===== src/rtl/ext_int_conditioner.sv =====
// Conditions active-low external interrupt pins into per-pin IEx flags (sync, filter, edge/level).
// Glitch filter is built only when EXT_INT_FILTER_EN is defined; otherwise filt follows s2 directly.
module ext_int_conditioner #(
  parameter int NUM_OF_EXT_INT = 2,
  parameter int FILTER_CYCLES  = 4
) (
  input  logic                      clk,
  input  logic                      sync_reset,
  input  logic [NUM_OF_EXT_INT-1:0] ext_int_n,
  input  logic [NUM_OF_EXT_INT-1:0] it_mode,
  input  logic [NUM_OF_EXT_INT-1:0] int_ack,
  input  logic [NUM_OF_EXT_INT-1:0] ie_clr,
  output logic [NUM_OF_EXT_INT-1:0] ie_flag,
  output logic [NUM_OF_EXT_INT-1:0] int_level_mode
);

  logic [NUM_OF_EXT_INT-1:0] s1;
  logic [NUM_OF_EXT_INT-1:0] s2;
  logic [NUM_OF_EXT_INT-1:0] filt;
  logic [NUM_OF_EXT_INT-1:0] filt_d1;
  logic [NUM_OF_EXT_INT-1:0] fall;

  // The controller is always fed in level mode; edge handling lives here.
  assign int_level_mode = '1;

  // filt_d1 resets high alongside filt so no false fall follows reset.
  always_ff @(posedge clk) begin
    if (sync_reset) begin
      s1      <= '1;
      s2      <= '1;
      filt_d1 <= '1;
    end else begin
      s1      <= ext_int_n;
      s2      <= s1;
      filt_d1 <= filt;
    end
  end

`ifdef EXT_INT_FILTER_EN
  localparam int                CNT_W    = $clog2(FILTER_CYCLES + 1);
  localparam logic [CNT_W-1:0]  CNT_LAST = CNT_W'(FILTER_CYCLES - 1);

  logic [NUM_OF_EXT_INT-1:0][CNT_W-1:0] cnt;

  // Any cycle where s2 agrees with filt restarts the run, so only a full stable run flips filt.
  always_ff @(posedge clk) begin
    if (sync_reset) begin
      filt <= '1;
      cnt  <= '0;
    end else begin
      for (int i = 0; i < NUM_OF_EXT_INT; i++) begin
        if (s2[i] == filt[i]) begin
          cnt[i] <= '0;
        end else if (cnt[i] == CNT_LAST) begin
          filt[i] <= s2[i];
          cnt[i]  <= '0;
        end else begin
          cnt[i] <= cnt[i] + CNT_W'(1);
        end
      end
    end
  end
`else
  assign filt = s2;
`endif

  assign fall = filt_d1 & ~filt;

  // A fall beats a same-cycle clear so an edge is never lost.
  always_ff @(posedge clk) begin
    if (sync_reset) begin
      ie_flag <= '0;
    end else begin
      for (int i = 0; i < NUM_OF_EXT_INT; i++) begin
        if (!it_mode[i]) begin
          ie_flag[i] <= ~filt[i];
        end else if (fall[i]) begin
          ie_flag[i] <= 1'b1;
        end else if (int_ack[i] || ie_clr[i]) begin
          ie_flag[i] <= 1'b0;
        end
      end
    end
  end

endmodule


===== config.mk =====
export PLATFORM = sky130hd
export DESIGN_NAME = ext_int_conditioner
export DESIGN_NICKNAME = d
export VERILOG_FILES = /design/src/rtl/ext_int_conditioner.sv
export SDC_FILE = /design/constraint.sdc
export NUM_CORES = 1
export LEC_CHECK = 0
export CORE_AREA = 2 2 39 41
export DETAILED_ROUTE_END_ITERATION = 10
export DIE_AREA = 0 0 41 43
export GPL_ROUTABILITY_DRIVEN = 0
export PLACE_DENSITY = 0.45
export SLEW_MARGIN = 20
export SYNTH_ARGS = -nofsm -noshare
export SYNTH_HDL_FRONTEND = slang
export SYNTH_SLANG_ARGS = --single-unit

===== constraint.sdc =====
create_clock -name clk -period 1.8 [get_ports clk]
set_input_delay 0.27 -clock clk [delete_from_list [all_inputs] [get_ports clk]]
set_output_delay 0.27 -clock clk [all_outputs]
set_load 0.05 [all_outputs]

### Word level (Yosys, flattened, before mapping)

Index checks and enable logic that the tools add are counted.

* word-level logic and storage cells: 19
* register bits: 8
* bits of input ports: 10
* output and inout bits: 4

* equal/unequal tests: 2
* reduce and logical (&&, ||, !) cells: 2
* multiplexer cells: 6
* bitwise operators: 4

Operators with widths (count)
* $mux 1: 6
* $ne 3x1->1 const B: 2
* $and 2x2->2: 1
* $logic_or 1x1->1: 2
* $not 1->1: 2
* $not 2->2: 1

### Longest topological paths before layout

* depth after elaboration: 4
* gate-level depth with buffers: 3
* mapped depth without buffers: 3

### Worst setup path before layout

OpenSTA, ideal clock, no wires.

* kind: register to register
* start point: register ie_flag[0] (netlist name)
* end point: register ie_flag[0]
* period minus slack after synthesis: 0.919 ns
* stages on the path, launching flop included: 3
* path slack: 0.881 ns
* data required time: 1.730 ns
* setup time: 0.070 ns
* path buffers: 0
* data arrival time: 0.849 ns
* path through: dfxtp_1 -> nand3_1 -> a21oi_1

RTL lines
* end signal: indexed assignment: RTL line 76 `ie_flag[i] <= ~filt[i];`
* end: declaration: RTL line 13 `output logic [NUM_OF_EXT_INT-1:0] ie_flag,`

### Worst setup path in the final report

* start point: register ie_flag[0]
* end point: output ie_flag[0]

No word-level cell between the ends.

==> out/results.md <==
• **floorplan die height** 43 microns
• **largest fanout of any net on the critical path** 2
• **Max-Slew Margin vs Limit** 66.8%
• **violation count after the first detailed-routing iteration** 0
• **Setup Crit Path Kind** register to primary output
• **total of warnings raised by yosys** 0
• **die width** 41 microns
• **largest cells by area after synthesis** sky130_fd_sc_hd__dfxtp_1 (60%), sky130_fd_sc_hd__or2_2 (14%), sky130_fd_sc_hd__a21o_1 (5.6%)
• **mean post-synth cell area** 9.87 sq um
• **I/O pin count** 14
• **slack of the worst reg-to-reg path** 1.10 ns
• **fill cell total of the finished layout** 150
• **combined buffer and inverter count along the critical path** 1
• **number of distinct standard cells referenced by the synthesized netlist** 9
• **WP depth** 1
• **CTS tree** built
• **nets@finish** 52
• **final worst path period share** 90.7%
• **Mapped Area** 267 sq um
• **GRT Resource Usage Total** 6.35%
• **top cell type's share of synthesized area** 60.1%
• **clock insertion delay at the later pin of the skew report** 0.24 ns
• **crit start category** register
• **worst setup skew after layout** 0.000162 ns
• **combined area of the multi-input logic cells** 87.6 sq um
• **setup TNS after final layout** 0 ns
• **endpoint of the worst setup timing path** ie_flag[0]
• **cell family with most CP delay** buffers and inverters
• **Worst R2R Path Depth** 3
• **transition time of the tightest slew-check pin** 0.497 ns
• **maximum number of pins on one net before global-route repair** 9
• **maximum clock insertion buffer count** 2
• **routing usage on met1** 5.21%
• **clock input transition at the sequential cells of the worst setup and hold paths** 0.05 ns
• **switching component of the power** 0.0746 mW
• **Num CTS Buffers** 3
• **peak supply drop** 270 uV
• **average detailed-routed wire length per instance** 7.25 microns
• **worst setup path startpoint** ie_flag[0]
• **leading area contributor after synthesis** sky130_fd_sc_hd__dfxtp_1
• **global-route wire length before repair** 641 microns
• **delay contributed by the slowest stage of the critical path** 0.80 ns
• **worst-case setup margin in the final layout** 0.167 ns
• **internal power** 0.284 mW
• **Pins Over Slew Limit** 0
• **fraction of met3 tracks used by global routing** 3.14%
• **Routed WL** 406 microns
• **placeable core area** 1380 sq um
• **number of gates resized after CTS** 0
• **count of nets left with antenna violations after detail routing** 0
• **signal arrival time at the worst endpoint** 1.36 ns
• **gr ovfl total** 0
• **shortest period the worst path allows** 1.63 ns
• **Cell Count, Final, Fillers Out** 56
• **instance count of the mapped netlist** 27
• **level count of the clock H-tree** 1
• **register area** 160 sq um
• **initial cell density of the core** 19.3%
• **Critical Path End Type** primary output
• **proportion of synthesized chip area in sequential cells** 60.1%
• **worst r2r dst** ie_flag[1]
• **Reg-to-Reg Start** filt_d1[1]
• **Most Used Layer, Global Route** met4
• **Pre-Repair DR Iteration Count** 1
• **switch share** 20.8%
• **min-delay worst type** register to register
• **number of vias per cell after detailed routing** 3.66
• **Final setup viols** 0
• **antenna diode count** 0
• **RSZ-0062 raised after global routing** no
• **upper clock frequency limit** 0.612 GHz
• **Num Clock Sinks** 8
• **Post CTS Setup Buffer Count** 0
• **data required time at the worst endpoint** 1.53 ns
• **row count** 14
• **grt met2 use** 8.13%
• **final count of hold timing violations** 0
• **max capacitance violation total** 0
• **DRC** 0
• **Cells after DPL** 53
• **PD cells** 880 nW/um^2
• **LEAKAGE** 0.174 nW
• **Seq cells post-synth** 8
• **Via Count** 205
• **antenna violations before repair** 0
• **cell at the root of the clock tree** sky130_fd_sc_hd__clkbuf_4
• **share of post-route cells with drive strength above 1** 22.5%
• **count of buffers inserted at the top-level ports** 11
• **via count of the first global-routing pass** 176
• **die area** 1760 sq um
• **area added between synthesis and finish** 53.1%
• **proportion of power drawn by combinational gates** 12.8%
• **count of hold-fix buffers inserted at cts** 0
• **total power consumption of the routed design** 0.359 mW
• **worst path cell trace** clkdlybuf4s50_1
• **Place WS** 0.418 ns
• **register share of total power** 51.8%
• **outcome** finished, final reports clean
• **share of power burned in the clock network** 35.4%
• **cell with the biggest individual delay on the critical path** sky130_fd_sc_hd__clkdlybuf4s50_1
## state kept, by name (all words and copies together) (netlist names)
| register | count |
|---|---|
| filt | 2 |
| filt_d1 | 2 |
| ie_flag | 2 |
| s1 | 2 |
## layer usage
layer,vias to the layer above,wire (microns)
met2,6,238
met4,0,0
met5,-,0
met3,0,25
li1,108,-
met1,91,142
## cells by family (layout without fill, tap and decap cells)
kind of cell,count (synthesis),count (layout),share of synthesized area (%)
other cells,1,2,1.41
simple gates,10,10,20.7
compound gates,4,4,9.39
buf+inv,4,16,8.45
flops,8,8,60.1
## cell type report
class,count,area share [%]
Clock buffer,3,5.52
Inverter,2,1.84
Multi-Input combinational cell,16,21.5
Sequential cell,8,39.3
Tap cell,16,4.91
Timing Repair Buffer,11,27.0
## power groups by stage
stage | clock [mW] | sequential, mW | combinational, mW
detailed placement | 0 | 0.190 | 0.0461
finish | 0.127 | 0.186 | 0.0458
global placement | 0 | 0.189 | 0.0452
global route | 0.148 | 0.187 | 0.0490
CTS | 0.136 | 0.186 | 0.0463
floorplan | 0 | 0.194 | 0.0199
## worst min-delay path by stage
stage / start / to / slack (ns) / depth (start not counted)
2_1_floorplan: sync_reset / ie_flag[0] / 0.34 / 1
3_3_place_gp: s1[1] / filt[1] / 0.39 / 1
3_5_place_dp: s1[1] / filt[1] / 0.39 / 1
4_1_cts: s1[1] / filt[1] / 0.41 / 1
5_1_grt: s1[1] / filt[1] / 0.43 / 1
6_report: s1[1] / filt[1] / 0.40 / 1
## metrics by stage
step | util, % | area (sq um) | hold slack, ns
2_1_floorplan | - | 270 | 0.339
3_3_place_gp | 27.8 | 385 | 0.395
3_5_place_dp | 27.8 | 385 | 0.394
4_1_cts | 29.5 | 408 | 0.406
5_1_grt | 29.5 | 408 | 0.434
6_report | 29.5 | 408 | 0.404
## synth_stat cells
master and instances:
sky130_fd_sc_hd__buf_4 2, sky130_fd_sc_hd__dfxtp_1 8, sky130_fd_sc_hd__or2_2 6, sky130_fd_sc_hd__a21oi_1 2
sky130_fd_sc_hd__inv_1 2, sky130_fd_sc_hd__conb_1 1, sky130_fd_sc_hd__nand3_1 2, sky130_fd_sc_hd__a21o_1 2
sky130_fd_sc_hd__nor2_1 2
## layout by cell type, fill, tap and decap left out, drive strengths merged
master | netlist | final
clkdlybuf4s50 | 0 | 11
dfxtp | 8 | 8
or2 | 6 | 6
clkbuf | 0 | 3
nor2 | 2 | 2
nand3 | 2 | 2
inv | 2 | 2
a21o | 2 | 2
a21oi | 2 | 2
conb | 1 | 2
## worst register-to-register path, cell delays in order (launching register included)
cell                      delay [ns]
sky130_fd_sc_hd__dfxtp_1        0.30
sky130_fd_sc_hd__inv_1          0.03
sky130_fd_sc_hd__a21o_1         0.16
sky130_fd_sc_hd__a21oi_1        0.14
(Power assumes the default switching activity.)
